### config.mk
export PLATFORM = sky130hd
export DESIGN_NAME = alu_seq
export DESIGN_NICKNAME = d
export VERILOG_FILES = /design/src/rtl/alu_seq.sv
export SDC_FILE = /design/constraint.sdc
export NUM_CORES = 1
export LEC_CHECK = 0
export CORE_ASPECT_RATIO = 0.7
export CORE_MARGIN = 2
export CORE_UTILIZATION = 32
export CTS_BUF_LIST = sky130_fd_sc_hd__clkbuf_8
export CTS_CLUSTER_SIZE = 8
export DETAILED_ROUTE_END_ITERATION = 10
export GPL_TIMING_DRIVEN = 0
export PLACE_DENSITY = 0.48
export SLEW_MARGIN = 30
export SYNTH_ARGS = -nofsm -noshare
export SYNTH_HDL_FRONTEND = slang
export SYNTH_SLANG_ARGS = --single-unit
### constraint.sdc
create_clock -name i_clock -period 4.6 [get_ports i_clock]
set_input_delay 0.69 -clock i_clock [delete_from_list [all_inputs] [get_ports i_clock]]
set_output_delay 0.69 -clock i_clock [all_outputs]
set_load 0.02 [all_outputs]
### src/rtl/alu_seq.sv
// Multi-cycle ALU: registered Result/Flags {Z,N,C,V}, iterative shifts, optional iterative multiply.
// Define ALU_SEQ_MUL_EN to build the shift-add multiplier for AluOp 11; otherwise op 11 acts as PASS.
module alu_seq #(
  parameter int WIDTH = 16,
  parameter int SHW   = $clog2(WIDTH)
) (
  input  logic             i_clock,
  input  logic             i_reset,
  input  logic             i_start,
  input  logic [3:0]       i_alu_op,
  input  logic [WIDTH-1:0] i_op1,
  input  logic [WIDTH-1:0] i_op2,
  input  logic [SHW-1:0]   i_sh_amt,
  output logic             o_busy,
  output logic             o_done,
  output logic [WIDTH-1:0] o_result,
  output logic [3:0]       o_flags
);

  localparam logic [3:0] OP_ADD = 4'd1, OP_SUB = 4'd2, OP_AND = 4'd3, OP_OR  = 4'd4,
                         OP_NOT = 4'd5, OP_LSL = 4'd6, OP_LSR = 4'd7, OP_ASR = 4'd8,
                         OP_ADC = 4'd9, OP_SBC = 4'd10;

  typedef enum logic [1:0] {
    S_IDLE  = 2'd0,
    S_SHIFT = 2'd1,
`ifdef ALU_SEQ_MUL_EN
    S_MUL   = 2'd3,
`endif
    S_DONE  = 2'd2
  } state_t;

  state_t           r_state, w_state_next;
  logic [WIDTH-1:0] r_result;
  logic [3:0]       r_flags;
  logic [3:0]       r_op;
  logic [WIDTH-1:0] r_sh;
  logic [SHW-1:0]   r_cnt;
  logic             w_accept, w_go_shift, w_go_mul;
  logic             w_sh_out;
  logic [WIDTH-1:0] w_sh_next;

  function automatic logic [3:0] f_flags(input logic [WIDTH-1:0] r, input logic c, input logic v);
    return {(r == '0), r[WIDTH-1], c, v};
  endfunction

  // Returns {flags, result} for every op that completes in the accept cycle.
  function automatic logic [WIDTH+3:0] f_single(input logic [3:0] op, input logic [WIDTH-1:0] a,
                                                input logic [WIDTH-1:0] b, input logic cin);
    logic [WIDTH:0]   sum;
    logic [WIDTH-1:0] bb, r;
    logic             c, v, arith;
    sum = '0; bb = b; r = a; c = 1'b0; v = 1'b0; arith = 1'b0;
    case (op)
      OP_ADD: begin sum = {1'b0, a} + {1'b0, b}; arith = 1'b1; end
      OP_ADC: begin sum = {1'b0, a} + {1'b0, b} + {{WIDTH{1'b0}}, cin}; arith = 1'b1; end
      OP_SUB: begin bb = ~b; sum = {1'b0, a} + {1'b0, bb} + {{WIDTH{1'b0}}, 1'b1}; arith = 1'b1; end
      OP_SBC: begin bb = ~b; sum = {1'b0, a} + {1'b0, bb} + {{WIDTH{1'b0}}, cin}; arith = 1'b1; end
      OP_AND: r = a & b;
      OP_OR:  r = a | b;
      OP_NOT: r = ~a;
      default: r = a;
    endcase
    if (arith) begin
      r = sum[WIDTH-1:0];
      c = sum[WIDTH];
      v = (a[WIDTH-1] == bb[WIDTH-1]) && (r[WIDTH-1] != a[WIDTH-1]);
    end
    return {f_flags(r, c, v), r};
  endfunction

  function automatic logic [WIDTH:0] f_shift_step(input logic [3:0] op, input logic [WIDTH-1:0] x);
    logic signed [WIDTH-1:0] xs;
    xs = x;
    case (op)
      OP_LSL:  return {x[WIDTH-1], x << 1};
      OP_ASR:  return {x[0], WIDTH'(xs >>> 1)};
      default: return {x[0], x >> 1};
    endcase
  endfunction

  assign w_accept   = (r_state == S_IDLE) && i_start;
  assign w_go_shift = ((i_alu_op == OP_LSL) || (i_alu_op == OP_LSR) || (i_alu_op == OP_ASR))
                      && (i_sh_amt != '0);
  assign {w_sh_out, w_sh_next} = f_shift_step(r_op, r_sh);

`ifdef ALU_SEQ_MUL_EN
  localparam int MCW = $clog2(WIDTH + 1);
  logic [WIDTH-1:0]   r_mcand;
  logic [2*WIDTH-1:0] r_prod;
  logic [MCW-1:0]     r_mcnt;
  logic [WIDTH:0]     w_madd;
  logic [2*WIDTH-1:0] w_prod_next;

  assign w_go_mul = (i_alu_op == 4'd11);

  // Shift-add: add multiplicand into the upper half when the current multiplier bit is set.
  always_comb begin
    w_madd      = {1'b0, r_prod[2*WIDTH-1:WIDTH]} + (r_prod[0] ? {1'b0, r_mcand} : '0);
    w_prod_next = {w_madd, r_prod[WIDTH-1:1]};
  end
`else
  assign w_go_mul = 1'b0;
`endif

  always_ff @(posedge i_clock) begin
    if (i_reset) r_state <= S_IDLE;
    else         r_state <= w_state_next;
  end

  always_comb begin
    w_state_next = r_state;
    case (r_state)
      S_IDLE: begin
        if (w_accept) begin
          if (w_go_shift) w_state_next = S_SHIFT;
`ifdef ALU_SEQ_MUL_EN
          else if (w_go_mul) w_state_next = S_MUL;
`endif
          else w_state_next = S_DONE;
        end
      end
      S_SHIFT: if (r_cnt == SHW'(1)) w_state_next = S_DONE;
`ifdef ALU_SEQ_MUL_EN
      S_MUL:   if (r_mcnt == MCW'(1)) w_state_next = S_DONE;
`endif
      default: w_state_next = S_IDLE;
    endcase
  end

  always_comb begin
    o_busy = 1'b0;
    o_done = 1'b0;
    case (r_state)
      S_SHIFT: o_busy = 1'b1;
`ifdef ALU_SEQ_MUL_EN
      S_MUL:   o_busy = 1'b1;
`endif
      S_DONE:  o_done = 1'b1;
      default: ;
    endcase
  end

  // Working registers: captured at accept, stepped while iterating.
  always_ff @(posedge i_clock) begin
    if (w_accept) begin
      r_op  <= i_alu_op;
      r_sh  <= i_op1;
      r_cnt <= i_sh_amt;
`ifdef ALU_SEQ_MUL_EN
      r_mcand <= i_op1;
      r_prod  <= {{WIDTH{1'b0}}, i_op2};
      r_mcnt  <= MCW'(WIDTH);
`endif
    end else if (r_state == S_SHIFT) begin
      r_sh  <= w_sh_next;
      r_cnt <= r_cnt - SHW'(1);
    end
`ifdef ALU_SEQ_MUL_EN
    else if (r_state == S_MUL) begin
      r_prod <= w_prod_next;
      r_mcnt <= r_mcnt - MCW'(1);
    end
`endif
  end

  // Architectural outputs change only on the edge that enters the Done cycle.
  always_ff @(posedge i_clock) begin
    if (i_reset) begin
      r_result <= '0;
      r_flags  <= 4'b0000;
    end else if (w_accept && !w_go_shift && !w_go_mul) begin
      {r_flags, r_result} <= f_single(i_alu_op, i_op1, i_op2, r_flags[1]);
    end else if ((r_state == S_SHIFT) && (r_cnt == SHW'(1))) begin
      r_result <= w_sh_next;
      r_flags  <= f_flags(w_sh_next, w_sh_out, 1'b0);
    end
`ifdef ALU_SEQ_MUL_EN
    else if ((r_state == S_MUL) && (r_mcnt == MCW'(1))) begin
      r_result <= w_prod_next[WIDTH-1:0];
      r_flags  <= f_flags(w_prod_next[WIDTH-1:0], |w_prod_next[2*WIDTH-1:WIDTH], 1'b0);
    end
`endif
  end

  assign o_result = r_result;
  assign o_flags  = r_flags;

endmodule

==> impl_metrics.toml <==
[job]
maxCapViolCount = 0

[grt]
grt_max_degree = 21
grt_usage = 0.225
antenna_found_initial = 0
grt_pass1_wl_um = 36100
globalRouteOverflowTotal = 0
grt_pass1_vias = 5954

[clock_network]
cts_buffers = 5
root_buffer = "clkbuf_8"
cts_tree = "yes"
clk_latency_ns = 0.31
htreeDepth = 2
path_clk_slew_ns = 0.08
holdBufCountCts = 0
cts.sinks = 45
clockBufferDepth = 2

[synthesis]
ys_ff_latch = 45
synthCells = 810
syn-num-nets = 914
ys_warn_count = 0
async_flop_share = 0
synth_edf_count = 24
syn_avg_cell_area_um2 = 7.81
synth-seq-area-share = 0.180
ys.flop_type = "edfxtp_1"
syn-cell-area_um2 = 6330
yosysUniqueCellTypes = 90

[floorplanning]
rows = 42
dieHeight_um = 122
start_util = 0.331
coreArea_um2 = 19100
chipWidth_um = 172
die_area_um2 = 20900
io_pins = 65

[route]
routed_wirelength_um = 23300
num_vias = 6452
first_pass_iters = 5
detail-route-antenna-nets = 0
via_per_inst = 5.55
drc = 0
wire_per_inst_um = 20.0
drt_iter0_drc = 633

[layout]
layout-drive-gt1-share = 0.136
antenna-diode-count = 0
final_cell_mix = "84 x nor2_1, 73 x a21oi_1, 59 x nand2_1"
fin_area_um2 = 7830
fin_nets = 1002
syn_to_final_growth_pct = 23.8
final_util = 0.409
final_common_cell = "nor2_1"

[timing]
report.final.slew_viol_count = 0
finalSetupViolations = 0
max-slew-margin-rel = 0.378
min_period_ns = 4.41
tns_ns = 0
fin_skew_ns = 0.00794
period_share = 0.958
tightest_slew_ns = 0.933
timing_hold_violations_final = 0
fmax_mhz = 227
whs_ns = 0.492

[pwr]
p_leak_nw = 3.09
vdd_drop_max_mv = 0.107
total_power_mw = 1.68
powerDensity_nw_per_um2 = 214

[worst_hold_path]
min_to = "o_flags[0]"
holdPathStages = 2
hold_class = "reg -> reg"
hold_path.startpoint = "o_flags[0]"

[worst_setup_path]
worst_setup_path_end_kind = "flip-flop"
regToRegSetupSlack_ns = 1.34
start_kind = "input port"
reg2reg_to = "o_flags[3]"
worstPathRequired_ns = 4.82
r2r_start = "o_flags[1]"
reg2reg_depth = 11
critPathArrivalTime_ns = 4.63
path_class = "in -> reg"
worstPathMaxFanout = 4

[place]
place_area_um2 = 7310
portBuffers = 64
dp.final_hpwl_um = 18500
place.gp.congestion = 0.884

[status]
status = "finished clean"
[Yosys cell counts, drive strengths merged (7+ instances only)]
cell type,n,area [µm²]
a211oi,22,188
a21o,12,90.1
a21oi,77,389
a221oi,13,144
a22oi,10,75.1
and2,7,43.8
buf,21,119
clkbuf,24,90.1
dfxtp,21,420
edfxtp,24,721
ha,59,738
inv,46,173
mux2i,39,390
nand2,60,225
nand2b,13,81.3
nand3,19,95.1
nand3b,7,52.6
nand4,10,62.6
nor2,87,337
nor2b,9,66.3
nor3,19,95.1
nor4,7,58.8
o211ai,11,87.6
o21ai,32,164
or3,13,81.3
xnor2,37,332
xor2,14,123
[worst max-delay path, cell delays in order]
cell	delay (ns)
clkdlybuf4s50_1	0.48
inv_1	0.06
ha_2	0.21
fa_2	0.58
nand2_1	0.06
nand2_1	0.06
ha_1	0.22
a222oi_1	0.33
nand2_1	0.13
o21ai_2	0.11
or4b_1	0.43
or3_1	0.31
or3_1	0.33
nor4b_2	0.28
nand4b_1	0.12
o31ai_1	0.24
[layer usage]
layer	part of all wire	routed length [µm]	GRT usage
met2	0.39	9140	0.304
met3	0.072	1670	0.0361
met1	0.53	12400	0.376
met4	0.0033	77	0.0158
met5	0	0	0
[where the power goes]
group / switching, mW / total [mW] / internal, mW
Combinational: 0.555 / 0.933 / 0.379
Clock: 0.142 / 0.244 / 0.102
Sequential: 0.0301 / 0.502 / 0.472
Total: 0.727 / 1.68 / 0.953
[through the flow]
stage          cells  worst slack, ns
3_5_place_dp    1138           -0.890
3_3_place_gp    1138           -0.856
5_1_grt         1163          -0.0342
4_1_cts         1154          0.00736
2_1_floorplan    810            0.557
6_report        1163            0.191
[registers in the layout (all words and copies together), names as in the netlist]
signal	flops
r_state	2
r_op	4
r_sh	16
o_flags	4
r_cnt	4
o_result	15
[cells by family after synthesis]
family,share of synthesized area
AO/OA/AOI/OAI,0.265
XOR/XNOR,0.0718
adder cells (fa/ha/maj),0.123
buffers and inverters,0.0603
flip-flops,0.180
multiplexers,0.0617
AND/OR/NAND/NOR,0.238
[worst max-delay path by stage]
stage            endpoint   startpoint
2_1_floorplan  o_flags[3]  i_alu_op[2]
3_3_place_gp   o_flags[3]  i_alu_op[1]
3_5_place_dp   o_flags[3]  i_alu_op[1]
4_1_cts        o_flags[3]     i_op1[7]
5_1_grt        o_flags[3]     i_op2[0]
6_report       o_flags[3]     i_op2[0]
[layout make-up]
cell class              count  area, µm²
flip-flops and latches     45       1140
plain buffers              43        228
clock inverters             3       11.3
clock buffers               5       68.8
repair buffers             83        795
inverters                  46        173
well taps                 264        330
multi-input cells         674       5090
fillers                  2021      11300
[timing repair]
item	in CTS	in global routing
pin swaps	8	23
hold endpoints to repair	0	0
buffers inserted	9	10
endpoints found under the setup margin	9	7
gates cloned	0	0
gates resized for setup	23	62
Power figures use the tool's default switching activity.
